File: config.mk
export PLATFORM = sky130hd
export DESIGN_NAME = zero_io_channels
export DESIGN_NICKNAME = d
export VERILOG_FILES = /design/src/rtl/zero_io_pkg.sv /design/src/rtl/zero_io_fifo.sv /design/src/rtl/zero_io_channels.sv
export SDC_FILE = /design/constraint.sdc
export NUM_CORES = 1
export LEC_CHECK = 0
export BUFFER_PORTS_ARGS = -buffer_cell sky130_fd_sc_hd__buf_4
export CAP_MARGIN = 25
export CORE_MARGIN = 2
export CORE_UTILIZATION = 60
export DETAILED_ROUTE_END_ITERATION = 10
export PLACE_DENSITY = 0.78
export SETUP_SLACK_MARGIN = 0.15
export SYNTH_ARGS = -nofsm -noshare
export SYNTH_HDL_FRONTEND = slang
export SYNTH_SLANG_ARGS = --single-unit
File: constraint.sdc
create_clock -name clock -period 5.17 [get_ports clock]
set_input_delay 1.034 -clock clock [delete_from_list [all_inputs] [get_ports clock]]
set_output_delay 1.034 -clock clock [all_outputs]
set_load 0.02 [all_outputs]
File: src/rtl/zero_io_pkg.sv
// Shared types and constants for the Zero machine I/O channel subsystem.
package zero_io_pkg;

    // CPU-side operation codes carried on cpu_op
    typedef enum logic [1:0] {
        OP_NONE   = 2'd0,
        OP_IN     = 2'd1,
        OP_INSIZE = 2'd2,
        OP_OUT    = 2'd3
    } opKind_e;

    // CPU op sequencer states
    typedef enum logic [1:0] {
        IDLE = 2'd0,
        EXEC = 2'd1,
        WAIT = 2'd2
    } ioState_e;

    // Values for the BLOCKING parameter
    localparam int unsigned BLOCK_STALL = 1;
    localparam int unsigned BLOCK_DROP  = 0;

    // Channel-select width; a single channel still needs one select bit
    function automatic int unsigned chanWidth(input int unsigned n);
        return (n > 1) ? $clog2(n) : 1;
    endfunction

endpackage

File: src/rtl/zero_io_fifo.sv
// Single-clock FIFO with same-cycle push+pop (also at full) and occupancy count.
module zero_io_fifo #(
    parameter int unsigned WIDTH = 12,
    parameter int unsigned DEPTH = 8
) (
    input  logic                     clock,
    input  logic                     reset,
    input  logic                     push,
    input  logic [WIDTH-1:0]         pushData,
    input  logic                     pop,
    output logic [WIDTH-1:0]         head,
    output logic [$clog2(DEPTH):0]   count,
    output logic                     full
);

    localparam int unsigned AW   = $clog2(DEPTH);
    localparam int unsigned CNTW = AW + 1;

    logic [WIDTH-1:0] mem [DEPTH];
    logic [AW-1:0]    wrPtr;
    logic [AW-1:0]    rdPtr;
    logic             empty;
    logic             doPush;
    logic             doPop;

    assign empty  = (count == '0);
    assign full   = (count == CNTW'(DEPTH));
    // A pop on empty is ignored; a push at full only lands when a pop frees the slot
    assign doPop  = pop && !empty;
    assign doPush = push && (!full || doPop);
    assign head   = mem[rdPtr];

    // Pointer and occupancy bookkeeping; pointers wrap mod DEPTH
    always_ff @(posedge clock) begin
        if (reset) begin
            wrPtr <= '0;
            rdPtr <= '0;
            count <= '0;
        end else begin
            if (doPush) wrPtr <= wrPtr + AW'(1);
            if (doPop)  rdPtr <= rdPtr + AW'(1);
            case ({doPush, doPop})
                2'b10:   count <= count + CNTW'(1);
                2'b01:   count <= count - CNTW'(1);
                default: count <= count;
            endcase
        end
    end

    // Storage write; contents need no reset since occupancy gates every read
    always_ff @(posedge clock) begin
        if (doPush) mem[wrPtr] <= pushData;
    end

endmodule

File: src/rtl/zero_io_channels.sv
// Multi-channel I/O for the Zero machine: serves in, inSize and out via per-channel FIFOs.
module zero_io_channels
    import zero_io_pkg::*;
#(
    parameter int unsigned WIDTH    = 12,
    parameter int unsigned NCH      = 2,
    parameter int unsigned DEPTH    = 8,
    parameter int unsigned BLOCKING = BLOCK_STALL,
    localparam int unsigned CW      = chanWidth(NCH)
) (
    input  logic                   clock,
    input  logic                   reset,
    input  logic [1:0]             cpu_op,
    input  logic [CW-1:0]          cpu_chan,
    input  logic [WIDTH-1:0]       cpu_wdata,
    output logic                   cpu_done,
    output logic [WIDTH-1:0]       cpu_rdata,
    input  logic [NCH-1:0]         in_valid,
    input  logic [NCH*WIDTH-1:0]   in_data,
    output logic [NCH-1:0]         in_ready,
    output logic [NCH-1:0]         out_valid,
    output logic [NCH*WIDTH-1:0]   out_data,
    input  logic [NCH-1:0]         out_ready,
    output logic [NCH-1:0]         overflow,
    output logic [NCH-1:0]         underflow,
    output logic                   bad_chan
);

    localparam int unsigned CNTW = $clog2(DEPTH) + 1;

    ioState_e         state;
    ioState_e         stateNext;
    opKind_e          op;
    logic             chanOk;
    logic             canRetire;
    logic             fire;

    logic [CNTW-1:0]  inCount  [NCH];
    logic [CNTW-1:0]  outCount [NCH];
    logic [WIDTH-1:0] inHead   [NCH];
    logic [NCH-1:0]   inEmpty;
    logic [NCH-1:0]   inFull;
    logic [NCH-1:0]   outFull;
    logic [NCH-1:0]   extInPush;
    logic [NCH-1:0]   extOutPop;
    logic [NCH-1:0]   inPop;
    logic [NCH-1:0]   outPush;
    logic [NCH-1:0]   outPop;
    logic [NCH-1:0]   dropOldest;
    logic [NCH-1:0]   underSet;
    logic             badSet;
    logic [WIDTH-1:0] rdataNext;

    logic [NCH-1:0]   selMask;
    logic             selInEmpty;
    logic [WIDTH-1:0] selInHead;
    logic [CNTW-1:0]  selInCount;
    logic             selOutFull;

    assign op     = opKind_e'(cpu_op);
    assign chanOk = (32'(cpu_chan) < NCH);

    // Per-channel input and output FIFOs plus their external handshakes
    for (genvar c = 0; c < NCH; c++) begin : gChan
        zero_io_fifo #(.WIDTH(WIDTH), .DEPTH(DEPTH)) uInFifo (
            .clock    (clock),
            .reset    (reset),
            .push     (extInPush[c]),
            .pushData (in_data[c*WIDTH +: WIDTH]),
            .pop      (inPop[c]),
            .head     (inHead[c]),
            .count    (inCount[c]),
            .full     (inFull[c])
        );

        zero_io_fifo #(.WIDTH(WIDTH), .DEPTH(DEPTH)) uOutFifo (
            .clock    (clock),
            .reset    (reset),
            .push     (outPush[c]),
            .pushData (cpu_wdata),
            .pop      (outPop[c]),
            .head     (out_data[c*WIDTH +: WIDTH]),
            .count    (outCount[c]),
            .full     (outFull[c])
        );

        assign inEmpty[c]   = (inCount[c] == '0);
        assign in_ready[c]  = !inFull[c];
        assign out_valid[c] = (outCount[c] != '0);
        assign extInPush[c] = in_valid[c] && in_ready[c];
        assign extOutPop[c] = out_valid[c] && out_ready[c];
    end

    // Channel mux: status of the channel named by cpu_chan (neutral when out of range)
    always_comb begin
        selMask    = '0;
        selInEmpty = 1'b1;
        selInHead  = '0;
        selInCount = '0;
        selOutFull = 1'b0;
        for (int c = 0; c < NCH; c++) begin
            if (chanOk && cpu_chan == CW'(c)) begin
                selMask[c] = 1'b1;
                selInEmpty = inEmpty[c];
                selInHead  = inHead[c];
                selInCount = inCount[c];
                selOutFull = outFull[c];
            end
        end
    end

    // Whether the pending op can complete this cycle without stalling
    always_comb begin
        canRetire = 1'b0;
        case (op)
            OP_INSIZE: canRetire = 1'b1;
            OP_IN:     canRetire = !chanOk || !selInEmpty || (BLOCKING == BLOCK_DROP);
            OP_OUT:    canRetire = !chanOk || !selOutFull || (BLOCKING == BLOCK_DROP);
            default:   canRetire = 1'b0;
        endcase
    end

    // FSM state register
    always_ff @(posedge clock) begin
        if (reset) state <= IDLE;
        else       state <= stateNext;
    end

    // FSM next state; EXEC always returns to IDLE so a held op is not re-run
    always_comb begin
        stateNext = state;
        case (state)
            IDLE: begin
                if (op != OP_NONE) stateNext = canRetire ? EXEC : WAIT;
            end
            WAIT: begin
                if (op == OP_NONE)  stateNext = IDLE;
                else if (canRetire) stateNext = EXEC;
            end
            EXEC:    stateNext = IDLE;
            default: stateNext = IDLE;
        endcase
    end

    // FSM outputs: FIFO side effects and result value on the retiring edge
    always_comb begin
        fire       = (state == IDLE || state == WAIT) && (op != OP_NONE) && canRetire;
        inPop      = '0;
        outPush    = '0;
        dropOldest = '0;
        underSet   = '0;
        badSet     = 1'b0;
        rdataNext  = '0;
        if (fire) begin
            if (!chanOk) begin
                badSet = 1'b1;
            end else begin
                case (op)
                    OP_IN: begin
                        inPop     = selMask & ~inEmpty;
                        underSet  = selMask & inEmpty;
                        rdataNext = selInEmpty ? '0 : selInHead;
                    end
                    OP_INSIZE: rdataNext = WIDTH'(selInCount);
                    OP_OUT: begin
                        outPush    = selMask;
                        // Full with no consumer pop: evict the oldest word to make room
                        dropOldest = selMask & outFull & ~extOutPop;
                    end
                    default: rdataNext = '0;
                endcase
            end
        end
        outPop = extOutPop | dropOldest;
    end

    // Registered CPU results and sticky error flags
    always_ff @(posedge clock) begin
        if (reset) begin
            cpu_done  <= 1'b0;
            cpu_rdata <= '0;
            overflow  <= '0;
            underflow <= '0;
            bad_chan  <= 1'b0;
        end else begin
            cpu_done  <= fire;
            if (fire) cpu_rdata <= rdataNext;
            overflow  <= overflow | dropOldest;
            underflow <= underflow | underSet;
            bad_chan  <= bad_chan | badSet;
        end
    end

endmodule

==> run summary <==
outcome - completed
count of state elements after synthesis - 454
Crit path required time - 5630 ps
Setup CP Type - in2reg
Worst setup SP type - input port
Final ANT Viol Nets - 0
Routed WL per cell - 22.20 µm
Clock transition at path regs - 60 ps
Sequential Area - 12930 µm²
Post-Syn Nets - 1073
clock buffer depth - 3
die area - 31480 µm²
period utilization - 66.18%
Ports - 91
unrepaired setup endpoints after global routing - no
Arr. time, crit path - 3880 ps
vias per inst - 5.941
Initial Util - 60.88%
DR pass1 iterations - 5
Die X - 177.4 µm
total CTS buffers - 42
CTS resizes - 0
die height - 177.4 µm
Final min period - 3422 ps
Fin Setup TNS - 0 ps
DP HPWL - 21720 µm
final hold vios - 0
Crit. End Element - flip-flop
worst relative slew slack - 33.99%
ys async rst share - 0%
core region area - 29640 µm²
Mean Syn Cell Area - 18.01 µm²
cell mode on critical path - ha_1
FF-to-FF path depth - 10
fraction of layout cells with a size suffix above 1 - 28.87%
initial antenna violation count - 1
largest net degree at the start of global routing - 67
P_leak - 6.806 nW
Crit. path cell count - 13
insertion delay to the later sink of the worst-skew pair - 540 ps
CTS Hold Buffers Added - 0
fmax - 0.2923 GHz
Slew @ Worst Pin - 988.7 ps
Routed WL - 34520 µm
Post-Syn Instances - 1002
via count - 9239
Worst path top cell family by delay - compound AO/OA/AOI/OAI gates
routability cong. - 0.7814
register area share after synthesis - 71.67%
Area Overhead vs Synth - 15.03%
Max IR drop VDD - 0.3784 mV
Synthesis Warnings - 0
fillers - 1891
drt initial violations - 682
final setup skew - 15.09 ps
EDFF count, synth - 384
placed cells - 1475
clk sinks - 454
global-route wire length before repair - 53080 µm
vias in the first global route - 9460
final setup fails - 0
mapped cell area - 18040 µm²
Max H-tree Level - 2
Power Density - 379.5 nW/µm²
worst path cell trace - buf_4, inv_1, ha_1, and2_2, a22o_1, o311ai_4, ha_1, xor2_1, ha_1, a21oi_1, xor2_1, or3_1, a21oi_1
max-cap check violation count - 0
crit-path max cell delay - 570 ps
DRC viols - 0
area of the multi-input gates - 4913 µm²
Post-Layout Cell Count - 1555
Most used DFF post-synth - edfxtp_1
Final #Nets - 1202
Buf+Inv Stages, Crit Path - 2
worst min-delay path category - reg2reg
total track usage - 22.67%
Yosys cell types - 63
worst-path maximum fanout - 8
hold path depth - 2
Root Driver - clkbuf_16
port buffer count - 89
Congestion Overflow GR - 0
post-CTS setup buffer count - 0
slowest cell on the critical path - o311ai_4
CTS tree - done
Slew Viols, Final - 0
# rows - 63
[layout by cell type (no fill, tap or decap), drive strengths merged, types with 3 or more instances in the layout]
master and instances:
mux4 87, o21ai 20, a31o 3, a21oi 31, o31ai 3, mux2 28
ha 24, nand3b 6, xor2 17, nand2 22, o22ai 9, or3 10
dfxtp 70, a222oi 3, and2 6, nor2b 5, nand2b 7, clkinv 11
a221oi 3, nor4 7, nor4b 4, clkbuf 63, buf 132, or2 3
a22o 4, edfxtp 384, nor2 72, nand3 14, nor3 26, mux2i 40
inv 14, xnor2 5
[worst paths after layout]
check | slack (ps) | startpoint | endpoint
worst min-delay path | 490 | gChan[0].uInFifo.wrPtr[0]$_SDFFE_PP0P_ | gChan[0].uInFifo.wrPtr[0]$_SDFFE_PP0P_
worst min register to register | 490 | gChan[0].uInFifo.wrPtr[0]$_SDFFE_PP0P_ | gChan[0].uInFifo.wrPtr[0]$_SDFFE_PP0P_
worst max-delay path | 1750 | cpu_op[1] | gChan[0].uOutFifo.count[2]$_SDFFE_PP0P_
worst max register to register | 1880 | gChan[1].uInFifo.count[0]$_SDFFE_PP0P_ | gChan[0].uOutFifo.count[2]$_SDFFE_PP0P_
[worst min-delay path: cells and delay by family, from the launching register on]
kind               cells  cell delay, ps
and+or+nand+nor        1              60
AOI/OAI and AO/OA      1              50
DFF                    1             330
[power by group]
group / switching, mW / internal, mW / total (mW)
combinational: 0.426 / 0.370 / 0.796
sequential: 0.0530 / 4.04 / 4.10
clock: 1.23 / 1.76 / 2.98
[synthesized netlist by cell type (4+ instances only)]
library cell / instances / area, µm²
xor2_1: 17 / 148.9
buf_1: 7 / 26.28
a21oi_1: 31 / 155.2
nand3_1: 14 / 70.07
clkbuf_1: 24 / 90.09
edfxtp_1: 384 / 11530
nand2_1: 22 / 82.58
nand2b_1: 7 / 43.79
or3_1: 10 / 62.56
nand3b_1: 6 / 45.04
o22ai_1: 9 / 56.30
mux2_2: 28 / 315.3
ha_1: 24 / 300.3
o21ai_0: 19 / 95.09
nor3_2: 5 / 50.05
buf_6: 4 / 45.04
mux4_2: 87 / 1959
nor3_1: 21 / 105.1
dfxtp_1: 70 / 1401
nor2_1: 72 / 270.3
nor4_1: 6 / 37.54
nor4b_1: 4 / 35.03
xnor2_1: 5 / 43.79
inv_1: 14 / 52.55
nor2b_1: 5 / 31.28
mux2i_1: 40 / 400.4
a22o_1: 4 / 35.03
buf_2: 10 / 50.05
[registers in the layout, indices dropped and copies added, names as in the netlist, named ones only]
| name | cells |
|---|---|
| gChan.uInFifo.mem | 192 |
| gChan.uOutFifo.mem | 192 |
| cpu_rdata | 12 |
| gChan.uInFifo.count | 8 |
| gChan.uOutFifo.count | 8 |
| gChan.uInFifo.rdPtr | 6 |
| gChan.uInFifo.wrPtr | 6 |
| gChan.uOutFifo.rdPtr | 6 |
| gChan.uOutFifo.wrPtr | 6 |
| overflow | 2 |
| underflow | 2 |
| cpu_done | 1 |
| state | 1 |
[kinds of logic (layout without fill, tap and decap cells)]
family | Yosys count | after routing | synth area share [%]
multiplexers | 155 | 155 | 14.82
AO/OA/AOI/OAI | 91 | 91 | 3.481
adder cells (fa/ha/maj) | 26 | 26 | 1.886
flip-flops | 454 | 454 | 71.67
AND/OR/NAND/NOR | 192 | 192 | 5.506
buffers and inverters | 61 | 223 | 1.546
XOR/XNOR | 22 | 22 | 1.068
other | 1 | 2 | 0.02078
[metrics by stage]
step                util (%)  hold WS [ps]  setup slack, ps  power (mW)  instance area, µm²
floorplan                  -         462.2             1183       4.710               18040
global placement       65.30         477.7             1301       4.950               19350
detailed placement     65.40         479.5             1232       4.976               19380
CTS                    69.96         487.5             1772       7.949               20740
global route           70.03         526.2             1577       8.154               20750
finish                 70.04         490.6             1748       7.876               20760
[area by class of cell]
cell class	instances	share of cell area, %
clock inverter	14	0.5304
antenna	1	0.01206
clock buffer	63	5.992
multi-input combinational	487	23.67
timing repair buffer	132	4.888
inverter	14	0.2532
sequential	454	62.30
tap	390	2.351
[routing by layer]
layer | track usage (%) | vias up | share of wire, %
met4 | 6.660 | 0 | 2.1
li1 | - | 4247 | -
met5 | 0 | - | 0
met3 | 4.799 | 45 | 6.4
met2 | 40.00 | 283 | 53
met1 | 28.35 | 4664 | 39
Power figures use the tool's default switching activity.
